$ cat config.mk
export PLATFORM = sky130hd
export DESIGN_NAME = mmc3_scanline_irq
export DESIGN_NICKNAME = d
export VERILOG_FILES = /design/src/rtl/mmc3_scanline_irq_pkg.sv /design/src/rtl/mmc3_a12_filter.sv /design/src/rtl/mmc3_scanline_irq.sv
export SDC_FILE = /design/constraint.sdc
export NUM_CORES = 1
export LEC_CHECK = 0
export ABC_AREA = 0
export CELL_PAD_IN_SITES_DETAIL_PLACEMENT = 1
export CELL_PAD_IN_SITES_GLOBAL_PLACEMENT = 1
export CORE_ASPECT_RATIO = 1.2
export CORE_MARGIN = 2
export CORE_UTILIZATION = 36
export DETAILED_ROUTE_END_ITERATION = 7
export GPL_TIMING_DRIVEN = 0
export PLACE_DENSITY = 0.87
export SLEW_MARGIN = 0
export SYNTH_ARGS = -nofsm -noshare
export SYNTH_HDL_FRONTEND = slang
export SYNTH_HIERARCHICAL = 1
export SYNTH_SLANG_ARGS = --single-unit
$ cat constraint.sdc
create_clock -name clk -period 2 [get_ports clk]
set_input_delay 0.4 -clock clk [delete_from_list [all_inputs] [get_ports clk]]
set_output_delay 0.4 -clock clk [all_outputs]
set_load 0.01 [all_outputs]
$ cat src/rtl/mmc3_scanline_irq_pkg.sv
// Shared constants and types for the MMC3 scanline IRQ block: CPU register
// decode values, save-state address map and the A12 filter default.
package mmc3_scanline_irq_pkg;

    // CPU register select = {cpu_addr[14:13], cpu_addr[0]}
    localparam logic [2:0] REG_C000 = 3'b100;
    localparam logic [2:0] REG_C001 = 3'b101;
    localparam logic [2:0] REG_E000 = 3'b110;
    localparam logic [2:0] REG_E001 = 3'b111;

    // Save-state address map
    localparam logic [7:0] SS_BASE  = 8'd16;
    localparam logic [7:0] SS_CNT   = SS_BASE;
    localparam logic [7:0] SS_LATCH = SS_BASE + 8'd1;
    localparam logic [7:0] SS_FLAGS = SS_BASE + 8'd2;
    localparam logic [7:0] SS_FILT  = SS_BASE + 8'd3;

    // M2 falls A12 must stay low before a rise is accepted
    localparam int FILT_M2_DEF = 3;

    typedef struct packed {
        logic [7:0] cnt;
        logic [7:0] latch;
        logic       reload;
        logic       en;
        logic       pend;
    } irq_state_t;

    // Save-state flags byte layout
    function automatic logic [7:0] pack_flags(input irq_state_t s);
        return {5'b0, s.reload, s.en, s.pend};
    endfunction

endpackage

$ cat src/rtl/mmc3_a12_filter.sv
// PPU A12 synchronizer and low-time filter. A rising edge of the
// synchronized A12 produces a one-clk qualified pulse only after A12 has
// been low for FILT_M2 M2 falling edges.
module mmc3_a12_filter
    import mmc3_scanline_irq_pkg::*;
#(
    parameter int FILT_M2 = FILT_M2_DEF
) (
    input  logic       clk,
    input  logic       map_rst_n,
    input  logic       i_ppu_a12,
    input  logic       i_m2_fall,
    input  logic       i_ss_act,
    input  logic       i_ss_load,
    input  logic [7:0] i_ss_val,
    output logic       o_qual,
    output logic [7:0] o_filt_cnt
);

    localparam logic [7:0] L_FILT = 8'(FILT_M2);

    logic       r_a12_s1;
    logic       r_a12_s2;
    logic       r_a12_d;
    logic [7:0] r_filt;
    logic       r_qual;
    logic       w_rise;

    assign w_rise     = r_a12_s2 & ~r_a12_d;
    assign o_qual     = r_qual;
    assign o_filt_cnt = r_filt;

    // Synchronize A12, count low M2 periods, register the qualified edge
    always_ff @(posedge clk or negedge map_rst_n) begin
        if (!map_rst_n) begin
            r_a12_s1 <= 1'b0;
            r_a12_s2 <= 1'b0;
            r_a12_d  <= 1'b0;
            r_filt   <= 8'd0;
            r_qual   <= 1'b0;
        end else begin
            r_a12_s1 <= i_ppu_a12;
            r_a12_s2 <= r_a12_s1;
            r_a12_d  <= r_a12_s2;
            // qualification uses the count as it stood before this rise
            r_qual   <= w_rise & (r_filt == L_FILT) & ~i_ss_act;
            if (i_ss_load) begin
                r_filt <= i_ss_val;
            end else if (!i_ss_act) begin
                if (r_a12_s2) begin
                    r_filt <= 8'd0;
                end else if (i_m2_fall && (r_filt < L_FILT)) begin
                    r_filt <= r_filt + 8'd1;
                end
            end
        end
    end

endmodule

$ cat src/rtl/mmc3_scanline_irq.sv
// MMC3 scanline counter and IRQ. CPU register writes are taken on the
// synchronized M2 fall; the counter is clocked by filtered PPU A12 rises.
// Build option: define MMC3_IRQ_SS_EN for save-state readback/load of the
// counter, latch, flags and filter count; otherwise ss_dout reads 8'hFF.
module mmc3_scanline_irq
    import mmc3_scanline_irq_pkg::*;
#(
    parameter int FILT_M2 = FILT_M2_DEF
) (
    input  logic        clk,
    input  logic        map_rst_n,
    input  logic        m2,
    input  logic        cpu_rw,
    input  logic [15:0] cpu_addr,
    input  logic [7:0]  cpu_dat,
    input  logic        ppu_a12,
    input  logic        mmc3a,
    input  logic        ss_act,
    input  logic        ss_we,
    input  logic [7:0]  ss_addr,
    output logic [7:0]  ss_dout,
    output logic        irq
);

    logic       r_m2_s1;
    logic       r_m2_s2;
    logic       r_m2_d;
    irq_state_t r_st;
    irq_state_t w_nxt;
    logic       w_m2_fall;
    logic       w_cpu_wr;
    logic [2:0] w_sel;
    logic       w_qual;
    logic       w_edge;
    logic [7:0] w_filt_cnt;
    logic       w_ss_load;
    logic [7:0] w_ss_val;
    logic       w_unused;

    assign w_m2_fall = r_m2_d & ~r_m2_s2;
    assign w_cpu_wr  = w_m2_fall & ~cpu_rw & cpu_addr[15] & ~ss_act;
    assign w_sel     = {cpu_addr[14:13], cpu_addr[0]};
    assign w_edge    = w_qual & ~ss_act;
    assign irq       = r_st.pend;
    assign w_unused  = ^{cpu_addr[12:1], ss_we, ss_addr, w_filt_cnt};

`ifdef MMC3_IRQ_SS_EN
    assign w_ss_load = w_m2_fall & ss_we & (ss_addr == SS_FILT);
    assign w_ss_val  = cpu_dat;
`else
    assign w_ss_load = 1'b0;
    assign w_ss_val  = 8'h00;
`endif

    mmc3_a12_filter #(
        .FILT_M2 (FILT_M2)
    ) u_a12_filter (
        .clk        (clk),
        .map_rst_n  (map_rst_n),
        .i_ppu_a12  (ppu_a12),
        .i_m2_fall  (w_m2_fall),
        .i_ss_act   (ss_act),
        .i_ss_load  (w_ss_load),
        .i_ss_val   (w_ss_val),
        .o_qual     (w_qual),
        .o_filt_cnt (w_filt_cnt)
    );

    // Next state: the A12 edge sees pre-write state, then writes override
    always_comb begin
        w_nxt = r_st;
        if (w_edge) begin
            if ((r_st.cnt == 8'd0) || r_st.reload) begin
                w_nxt.cnt    = r_st.latch;
                w_nxt.reload = 1'b0;
            end else begin
                w_nxt.cnt = r_st.cnt - 8'd1;
            end
            // old silicon only fires when the counter actually reached zero
            if ((w_nxt.cnt == 8'd0) && r_st.en &&
                (!mmc3a || (r_st.cnt != 8'd0) || r_st.reload)) begin
                w_nxt.pend = 1'b1;
            end
        end
        if (w_cpu_wr) begin
            case (w_sel)
                REG_C000: w_nxt.latch = cpu_dat;
                REG_C001: begin
                    w_nxt.cnt    = 8'd0;
                    w_nxt.reload = 1'b1;
                end
                REG_E000: begin
                    w_nxt.en   = 1'b0;
                    w_nxt.pend = 1'b0;
                end
                REG_E001: w_nxt.en = 1'b1;
                default: ;
            endcase
        end
`ifdef MMC3_IRQ_SS_EN
        if (w_m2_fall && ss_we) begin
            case (ss_addr)
                SS_CNT:   w_nxt.cnt   = cpu_dat;
                SS_LATCH: w_nxt.latch = cpu_dat;
                SS_FLAGS: begin
                    w_nxt.reload = cpu_dat[2];
                    w_nxt.en     = cpu_dat[1];
                    w_nxt.pend   = cpu_dat[0];
                end
                default: ;
            endcase
        end
`endif
    end

    // M2 synchronizer and IRQ state registers
    always_ff @(posedge clk or negedge map_rst_n) begin
        if (!map_rst_n) begin
            r_m2_s1 <= 1'b0;
            r_m2_s2 <= 1'b0;
            r_m2_d  <= 1'b0;
            r_st    <= '0;
        end else begin
            r_m2_s1 <= m2;
            r_m2_s2 <= r_m2_s1;
            r_m2_d  <= r_m2_s2;
            r_st    <= w_nxt;
        end
    end

    // Save-state readback
    always_comb begin
        ss_dout = 8'hFF;
`ifdef MMC3_IRQ_SS_EN
        case (ss_addr)
            SS_CNT:   ss_dout = r_st.cnt;
            SS_LATCH: ss_dout = r_st.latch;
            SS_FLAGS: ss_dout = pack_flags(r_st);
            SS_FILT:  ss_dout = w_filt_cnt;
            default:  ss_dout = 8'hFF;
        endcase
`endif
    end

endmodule

# [Yosys cells after proc, flatten, opt, wreduce, memory -nomap -nowiden]
# Index checks and enable logic that the tools add are counted.
[totals] register_bits=34 input_bits=40 output_inout_bits=9 wordCells=63
[classes] n_addsub=2 magnitude_cmp=1 eq_ne=5 muxes=15 n_bitwise=12 reduce_logical=15
[ops] cell="2-to-1 mux 8 bit" n=7
[ops] cell="2-to-1 mux 19 bit" n=1
[ops] cell="logical NOT 8 bit" n=2
[ops] cell="== test 3 bit, second input constant" n=4
[ops] cell="adder 8 x 1 -> 8 bit, second input constant" n=1
[ops] cell="bitwise AND 1 bit" n=8
[ops] cell="== test 8 x 2 -> 1 bit, second input constant" n=1
[ops] cell="less-than comparator 8 x 2 -> 1 bit, second input constant" n=1
[ops] cell="nonzero test 8 bit" n=1
[ops] cell="subtractor 8 x 1 -> 8 bit, second input constant" n=1
[ops] cell="2-to-1 mux 1 bit" n=6
[ops] cell="AND reduction 2 bit" n=3
[ops] cell="inverter 1 bit" n=4
[ops] cell="nonzero test 2 bit" n=2
[ops] cell="logical AND 1 bit" n=3
[ops] cell="logical OR 1 bit" n=3
[ops] cell="case mux 1 bit (2 select lines)" n=1
[ops] cell="logical NOT 1 bit" n=1

# [Depth between registers and ports, before layout]
# Gate-level depths: netlist of run 1.
[depth] word_depth=11 mapped_depth=7 ltp_nobuf=7

# [Hierarchy]
# The synthesis of run 1 kept the hierarchy.
[by_module_without_submodules] module="mmc3_scanline_irq" instances=1 cells_each=136 area_per_inst_um2=1327.5 seq_area_each_um2=550.5
[by_module_without_submodules] module="mmc3_a12_filter" instances=1 cells_each=52 area_per_inst_um2=529.3 seq_area_each_um2=300.3

# [Worst setup path after synthesis of run 1]
# OpenSTA, ideal clock, no wires.
[synth_timing] kind="register to register" start="register r_st[11] (netlist name)" end="register r_st, in the netlist irq" setup_ns=0.094 arrival_ns=1.679 required_ns=1.906 path_slack_ns=0.227 stages_incl_launch_ff=8 path_buffers=0 synth_period_minus_slack_ns=1.773 cell_sequence="dfrtp_1 > inv_1 > ha_1 > nor3b_1 > a21boi_0 > o31ai_1 > a41oi_1 > a221oi_2"
[synth_lines] item="start: declaration" line_no="mmc3_scanline_irq.sv:28" text="irq_state_t r_st;"
[synth_lines] item="start signal: assignment" line_no="mmc3_scanline_irq.sv:127" text="r_st <= w_nxt;"

==> out/results.env, run 1 <==
CELL_COUNT_AFTER_SYNTHESIS=188
CRITPATHREQUIREDTIME_NS=2.15
CLKSLEWWORSTSETUPHOLDPATHS_NS=0.07
MIN_PERIOD_NS=1.981
NUMCTSBUFFERS=5
WORSTPATHARRIVAL_NS=2.13
PIN_COUNT_OF_THE_BIGGEST_NET_ENTERING_GLOBAL_ROUTING=35
NETLIST_TOP_CELLS_AREA='sky130_fd_sc_hd__dfrtp_1 46%, sky130_fd_sc_hd__mux2_2 6.1%, sky130_fd_sc_hd__nand2_1 4.0%'
POSTLAYOUTCOREUTIL_PCT=48.15
ANT_NETS=0
YOSYSSEQAREASHARE_PCT=45.82
RR_STARTPOINT='r_st[14]$_DFF_PN0_'
WL_PER_CELL_UM=16.45
PLACEDINSTANCEAREA_UM2=2173
WORST-SETUP-PATH-TYPE='reg2reg'
WORST_IR_DROP_VDD_uV=591.2
MIN_PATH_TYPE='in2async'
FIN_CRIT_SH_PCT=99.04
POST_SYNTH.CELL_AREA_AVG_UM2=9.876
GRT_PASS1_WL_MM=7.921
P_LEAK_uW=0.001057
CAP_VIOL_MAX_COUNT=0
FP.DIEAREA_UM2=5751
GRT_UTIL_ALL_LAYERS_PCT=17.64
EFFECTIVE_UTILIZATION_AT_FLOORPLAN_PCT=37.59
YOSYS.AREA.TOP_TYPE_SHARE_PCT=45.82
CRIT-REG2REG-CAPTURE='r_st[14]$_DFF_PN0_'
ROUTE.VIAS.TOTAL=1592
RESULT_OF_THE_RUN='completed'
ROUTED_WL_MM=4.887
INITIALDRTVIOLATIONCOUNT=72
DESIGN.PORTCOUNT=49
FINALHOLDVIOLCOUNT=0
YS.FLOP_TYPE='sky130_fd_sc_hd__dfrtp_1'
CLK_LATENCY_NS=0.29
HPWLAFTERDP_MM=3.163
DIE_SPAN_IN_Y_UM=82.67
LAYOUT-AREA-OVERHEAD-VS-SYNTH_PCT=28.10
PATH_MAX_FANOUT=7
GP_CONGESTION=0.8451
WORSTSETUPSTARTPOINTTYPE='flop'
YOSYSTOPAREACELL='sky130_fd_sc_hd__dfrtp_1'
CLOCK_TREE.HTREE_LEVEL_COUNT=2
TNS_NS=0
PORT-BUFFER-COUNT=19
CLOCKROOTBUFFER='sky130_fd_sc_hd__clkbuf_8'
SYN_AREA_UM2=1857
INITIAL_ANTENNA_VIOLATION_COUNT=0
WORSTMARGINPINSLEW_NS=0.7752
POST_ROUTE_SETUP_SLACK_NS=0.01927
VIAS_PER_INST=5.360
DRC_ERRORS=0
FIN_NETS=279
CTS_TREE='done'
REPORT.FINAL.SETUP_VIOL=0
REPORT.FINAL.SLEW_VIOL_COUNT=0
GR-TOTAL-OVERFLOW=0
SYNTH.FF_LATCH_COUNT=34
DRIVE_ABOVE_1_SHARE_PCT=22.78
TRITONCTS_NUM_SINKS=34
RRSETUPSLACK_NS=0.02
SYNTH_EDF_COUNT=0
YOSYSUNIQUECELLTYPES=49
DRT_FIRST_PASS_ITERS=4
DIE_W_UM=69.56
POWER_DENSITY_nW_PER_UM2=677.2
WORST_R2R_PATH_DEPTH=6
ASYNC_FLOP_SHARE_PCT=100.0
TIMING.FMAX_MHz=504.9
GRT_PASS1_VIAS=1606
AREA_OF_THE_CORE_UM2=4940
CLOCKBUFFERDEPTH=2
DESIGN_AREA_UM2=2379
SLEW-LIMIT-HEADROOM_PCT=48.32
END_KIND='flop'
N_ANTENNA_CELL=0
DPL_WORST_SLACK_NS=-0.5221
FIN_WORST_SKEW_NS=0.009243
FILLERINSTANCES=554
PLACEMENT_ROWS=28
YOSYSWARNINGCOUNT=6
-- worst max path at each step --
stage | from | endpoint | slack (ns) | cells after the start
final | r_st[14]$_DFF_PN0_ | r_st[14]$_DFF_PN0_ | 0.02 | 6
after global placement | ss_act | r_st[10]$_DFFE_PN0P_ | -0.51 | 5
after detailed placement | ss_act | r_st[4]$_DFFE_PN0P_ | -0.52 | 5
after floorplan | r_st[11]$_DFF_PN0_ | irq$_DFF_PN0_ | 0.23 | 7
after global routing | r_st[15]$_DFF_PN0_ | r_st[14]$_DFF_PN0_ | -0.06 | 7
after CTS | r_st[11]$_DFF_PN0_ | irq$_DFF_PN0_ | -0.003 | 7
-- stage by stage --
| step | std cells | power, uW | hold slack [ns] |
|---|---|---|---|
| floorplan | 203 | 945.7 | 0.1044 |
| global route | 297 | 1687 | 0.2422 |
| CTS | 295 | 1595 | 0.2007 |
| global placement | 282 | 1038 | 0.3332 |
| finish | 297 | 1611 | 0.1790 |
| detailed placement | 282 | 1052 | 0.3458 |
-- state kept, by name (all words and copies together), names as in the netlist --
register / count
r_st: 18
u_a12_filter/r_a12_d: 1
r_m2_d: 1
u_a12_filter/o_qual: 1
irq: 1
u_a12_filter/r_a12_s2: 1
u_a12_filter/o_filt_cnt: 8
r_m2_s2: 1
r_m2_s1: 1
u_a12_filter/r_a12_s1: 1
-- kinds of logic after synthesis --
| family | synth area share (%) |
|---|---|
| AOI/OAI and AO/OA | 15.84 |
| muxes | 6.065 |
| other | 0.4045 |
| xor gates and xnor gates | 0.4718 |
| and+or+nand+nor | 21.83 |
| buffers and inverters | 7.547 |
| adders and majority gates | 2.022 |
| DFF | 45.82 |
-- cell usage in the layout, fill, tap and decap left out, drive strengths merged, types with 2 or more instances in the layout --
cell           count
nor3               6
o211ai             2
and3b              3
nand3              3
a21o               3
a21oi              6
conb              17
ha                 3
a21boi             2
a22oi              3
a31oi              2
buf               19
inv                8
mux2              10
nand2b             2
nand2             20
nand4              3
clkdlybuf4s50     17
nor4               4
dfrtp             34
o21ai             14
nor2b              4
nor3b              3
a211oi             4
nor2              13
and3               2
clkbuf            11
-- area by class of cell --
type                            count  area [um2]  share of cell area [%]
Timing Repair Buffer               26       240.2                   10.10
Tap cell                           60       75.07                   3.156
Multi-Input combinational cell    146       978.4                   41.14
Clock buffer                        7       86.33                   3.630
Clock inverter                      1       5.005                  0.2104
Inverter                            8       30.03                   1.262
Sequential cell                    34       853.3                   35.88
Buffer                             15       110.1                   4.629
-- critical path: stages, from the launching register on --
cell and delay, ns:
sky130_fd_sc_hd__dfrtp_2 0.49, sky130_fd_sc_hd__nor4_4 0.05, sky130_fd_sc_hd__buf_4 0.16, sky130_fd_sc_hd__a31oi_1 0.43, sky130_fd_sc_hd__mux2_2 0.40, sky130_fd_sc_hd__a22oi_1 0.22
sky130_fd_sc_hd__nor2_1 0.09
-- what timing repair did --
action                     4_1_cts  5_1_grt
hold buffers                     0        0
pin swaps                        3        3
setup buffers                    5        2
resized for setup                6        9
setup endpoints to repair       12       11
-- metal layers --
metal / global-route usage, % / vias to the layer above / wire length (um)
met5: 0 / - / 0
met4: 6.078 / 0 / 76
met3: 3.398 / 7 / 150
met2: 31.25 / 29 / 2574
met1: 21.71 / 811 / 2085
li1: - / 745 / -
-- cells in the mapped netlist (2+ instances only) --
master                      n
sky130_fd_sc_hd__and3b_1    3
sky130_fd_sc_hd__inv_1      8
sky130_fd_sc_hd__nand3_1    3
sky130_fd_sc_hd__buf_6      3
sky130_fd_sc_hd__nor3_1     5
sky130_fd_sc_hd__o211ai_1   2
sky130_fd_sc_hd__a21boi_0   2
sky130_fd_sc_hd__nor2_1    13
sky130_fd_sc_hd__a22oi_1    3
sky130_fd_sc_hd__mux2_2    10
sky130_fd_sc_hd__a31oi_1    2
sky130_fd_sc_hd__buf_4      8
sky130_fd_sc_hd__ha_1       3
sky130_fd_sc_hd__nand2b_1   2
sky130_fd_sc_hd__nor3b_1    2
sky130_fd_sc_hd__a21o_1     3
sky130_fd_sc_hd__nand2_1   20
sky130_fd_sc_hd__nor4_1     3
sky130_fd_sc_hd__nand4_1    3
sky130_fd_sc_hd__a21oi_1    6
sky130_fd_sc_hd__a211oi_1   4
sky130_fd_sc_hd__o21ai_1    2
sky130_fd_sc_hd__and3_1     2
sky130_fd_sc_hd__conb_1     2
sky130_fd_sc_hd__clkbuf_1   3
sky130_fd_sc_hd__nor2b_1    4
sky130_fd_sc_hd__dfrtp_1   34
sky130_fd_sc_hd__o21ai_0   12
-- power breakdown --
| group | internal [uW] | switching, uW | total, uW |
|---|---|---|---|
| clock network | 278 | 250 | 528 |
| registers | 735 | 40.9 | 776 |
| logic | 146 | 161 | 307 |
Power figures use the tool's default switching activity.
==> inputs of run 2 (changes only) <==
CELL_PAD_IN_SITES_DETAIL_PLACEMENT = 2   (was 1)
CELL_PAD_IN_SITES_GLOBAL_PLACEMENT = 2   (was 1)
CORE_UTILIZATION = 29   (was 36)
GPL_TIMING_DRIVEN = default   (was 0)
==> run 2 against run 1 <==
  * Design area is 1.9% higher
  * Cell count increased by 7.7%
  * Core utilization shrank 8.6 points
  * Sequential power about the same
  * Sequential share of layout area decreased by 0.77 points
  * Critical path depth is the same
  * First-iteration DRC count decreased by 71%
  * Power rose by 9.1%
  * Via count decreased by 0.50%
  * Worst setup slack improved by 0.040 ns
  * Die area is 23% higher
  * Highest routed layer unchanged
==> out/results.env, run 2 (synthesis gave the netlist of run 1 again) <==
CLK_LATENCY_NS=0.29  # about the same
AREA_OF_THE_CORE_UM2=6128  # was 4940 um2
MIN_PATH_TYPE='reg2reg'  # was in2async
CTS-HOLD-FIX-BUFFERS=0  # unchanged
PATH_MAX_FANOUT=7  # unchanged
FIN_WORST_SKEW_NS=0.005044  # was 0.009243 ns
NUMBER_OF_FLIP_FLOPS_UNDER_THE_LARGEST_REGISTER_NAME=18  # unchanged
REPORT.FINAL.SLEW_VIOL_COUNT=0  # unchanged
NUMCTSBUFFERS=5  # unchanged
GRT_UTIL_ALL_LAYERS_PCT=16.65  # was 17.64%
WORSTPATHARRIVAL_NS=2.10  # was 2.13 ns
DIE_W_UM=77.05  # was 69.56 um
DESIGN.PORTCOUNT=49  # unchanged
CRIT_CHAIN='nor4_4 > a31o_2 > buf_4 > nor2_1 > a211oi_1 > a211oi_1'  # was nor4_4 > buf_4 > a31oi_1 > mux2_2 > a22oi_1 > nor2_1
INITIALDRTVIOLATIONCOUNT=21  # was 72
CLOCKROOTBUFFER='sky130_fd_sc_hd__clkbuf_8'  # unchanged
DRIVE_ABOVE_1_SHARE_PCT=23.95  # was 22.78%
CRITPATHREQUIREDTIME_NS=2.16  # was 2.15 ns
MIN_PERIOD_NS=1.941  # was 1.981 ns
RSZ_0062_RAISED_AFTER_GLOBAL_ROUTING='true'
CPMOSTUSEDCELL='sky130_fd_sc_hd__a211oi_1'
CLOCKBUFFERDEPTH=2  # unchanged
CP_SLOWEST_STAGE_DELAY_NS=0.53  # was 0.49 ns
GRT_PASS1_VIAS=1827  # was 1606
DIE_SPAN_IN_Y_UM=91.66  # was 82.67 um
ROUTED_WL_MM=5.648  # was 4.887 mm
TOTAL_POWER_uW=1757  # was 1611 uW
PLACEDINSTANCEAREA_UM2=2268  # was 2173 um2
CRIT_FAMILY='compound AO/OA/AOI/OAI gates'  # unchanged
GP_CONGESTION=0.7746  # was 0.8451
TRITONCTS_NUM_SINKS=34  # unchanged
END_KIND='flop'  # unchanged
FIN_CRIT_SH_PCT=97.04  # was 99.04%
PLACEMENT_ROWS=31  # was 28
FINALHOLDVIOLCOUNT=0  # unchanged
RESULT_OF_THE_RUN='completed'  # unchanged
TIMING.FMAX_MHz=515.3  # was 504.9 MHz
WORSTPATHBUFFERINVERTERCOUNT=1  # unchanged
CTS_TREE='done'  # unchanged
LARGEST-REGISTER='r_st'  # unchanged
ROUTE.VIAS.TOTAL=1584  # was 1592
EFFECTIVE_UTILIZATION_AT_FLOORPLAN_PCT=30.30  # was 37.59%
LAYOUT-AREA-OVERHEAD-VS-SYNTH_PCT=30.53  # was 28.10%
GR-TOTAL-OVERFLOW=0  # unchanged
PORT-BUFFER-COUNT=19  # unchanged
VIAS_PER_INST=4.950  # was 5.360
WORSTSETUPSTARTPOINTTYPE='flop'  # unchanged
DRC_ERRORS=0  # unchanged
WORST-SETUP-PATH-TYPE='reg2reg'  # unchanged
LEADING_CELL_TYPE_IN_THE_LAYOUT_FILL_AND_TAPS_EXCLUDED='sky130_fd_sc_hd__dfrtp_1'  # unchanged
DRT_FIRST_PASS_ITERS=4  # unchanged
FIN_NETS=280  # was 279
POWER_DENSITY_nW_PER_UM2=724.8  # was 677.2 nW/um2
CLKSLEWWORSTSETUPHOLDPATHS_NS=0.08  # was 0.07 ns
PIN_COUNT_OF_THE_BIGGEST_NET_ENTERING_GLOBAL_ROUTING=35  # unchanged
CLOCK_TREE.HTREE_LEVEL_COUNT=2  # unchanged
INITIAL_ANTENNA_VIOLATION_COUNT=0  # unchanged
MOSTFREQUENTLAYOUTCELLS='34 x sky130_fd_sc_hd__dfrtp_1, 23 x sky130_fd_sc_hd__buf_4, 20 x sky130_fd_sc_hd__nand2_1'  # was 32 x sky130_fd_sc_hd__dfrtp_1, 20 x sky130_fd_sc_hd__nand2_1, 17 x sky130_fd_sc_hd__conb_1, 17 x sky130_fd_sc_hd__clkdlybuf4s50_1, 15 x sky130_fd_sc_hd__buf_4
WORST_IR_DROP_VDD_uV=457.5  # was 591.2 uV
CAP_VIOL_MAX_COUNT=0  # unchanged
P_LEAK_uW=0.001068  # was 0.001057 uW
TIMING.CRITICAL_PATH.SLOWEST_STAGE_CELL='sky130_fd_sc_hd__dfrtp_1'  # was sky130_fd_sc_hd__dfrtp_2
REPORT.FINAL.SETUP_VIOL=0  # unchanged
N_ANTENNA_CELL=0  # unchanged
WL_PER_CELL_UM=17.65  # was 16.45 um
FP.DIEAREA_UM2=7062  # was 5751 um2
GRT_PASS1_WL_MM=9.190  # was 7.921 mm
DESIGN_AREA_UM2=2424  # was 2379 um2
ANT_NETS=0  # unchanged
HPWLAFTERDP_MM=3.928  # was 3.163 mm
==> run 2: cell count changes in the layout (fill, tap and decap cells not counted), sizes merged <==
| cell | previous run | this run |
|---|---|---|
| buf | 19 | 23 |
| dlymetal6s2s | 1 | 0 |
| bufinv | 0 | 1 |
| clkbuf | 11 | 5 |
| clkinv | 1 | 0 |
| clkinvlp | 0 | 2 |
| clkdlybuf4s50 | 17 | 19 |
==> run 2: final cells by class <==
| class | count | area, um2 |
|---|---|---|
| clock buffers | 5 | 68.82 |
| inverters | 8 | 30.03 |
| multi-input cells | 146 | 963.4 |
| clock inverters | 3 | 45.04 |
| flip-flops and latches | 34 | 850.8 |
| fillers | 711 | 3705 |
| repair buffers | 42 | 362.8 |
| well taps | 82 | 102.6 |
==> run 2: worst paths after layout <==
check | from | to | slack (ns) | cells past startpoint
min in group asynchronous | map_rst_n | r_st[11]$_DFF_PN0_ | 0.53 | 2
worst min-delay path | u_a12_filter/r_a12_s1$_DFF_PN0_ | u_a12_filter/r_a12_s2$_DFF_PN0_ | 0.36 | 0
worst min register to register | u_a12_filter/r_a12_s1$_DFF_PN0_ | u_a12_filter/r_a12_s2$_DFF_PN0_ | 0.36 | 0
worst max register to register | r_st[14]$_DFF_PN0_ | r_st[12]$_DFF_PN0_ | 0.06 | 6
worst max-delay path | r_st[14]$_DFF_PN0_ | r_st[12]$_DFF_PN0_ | 0.06 | 6
max in group asynchronous | map_rst_n | r_st[5]$_DFFE_PN0P_ | 1.14 | 2
==> run 2: worst register-to-register path, stage by stage (launching register included) <==
cell,delay (ns)
sky130_fd_sc_hd__dfrtp_1,0.53
sky130_fd_sc_hd__nor4_4,0.34
sky130_fd_sc_hd__a31o_2,0.35
sky130_fd_sc_hd__buf_4,0.18
sky130_fd_sc_hd__nor2_1,0.05
sky130_fd_sc_hd__a211oi_1,0.26
sky130_fd_sc_hd__a211oi_1,0.10
==> run 2: power breakdown <==
part / leakage, uW / internal, uW / switching, uW
clock network: 0.0000504 / 371 / 287
registers: 0.000428 / 734 / 41.4
logic: 0.000589 / 160 / 163
total: 0.00107 / 1270 / 491
==> run 2: through the flow <==
step / cells / utilization [%] / setup TNS [ns] / setup slack (ns) / hold WS [ns]
floorplan: 203 / - / 0 / 0.2275 / 0.1044
global placement: 312 / 37.02 / -0.6247 / -0.08025 / 0.3319
detailed placement: 312 / 37.02 / -2.035 / -0.1685 / 0.3379
CTS: 320 / 39.04 / 0 / 0.02194 / 0.3573
global route: 320 / 39.55 / -0.09724 / -0.03535 / 0.3645
finish: 320 / 39.55 / 0 / 0.05922 / 0.3583
==> run 2: repair_timing <==
item / 4_1_cts / 5_1_grt
gates resized for setup: 2 / 7
setup buffers: 0 / 1
endpoints found under the hold margin: 0 / 0
setup endpoints to repair: 1 / 3
pin swaps: 0 / 2
==> run 2: metal layers <==
layer	vias to the layer above	GRT usage, %	part of all wire [%]
met5	-	0	0
met4	0	6.250	2.2
met3	11	3.248	2.5
met2	29	31.43	54
met1	794	18.24	41
li1	750	-	-
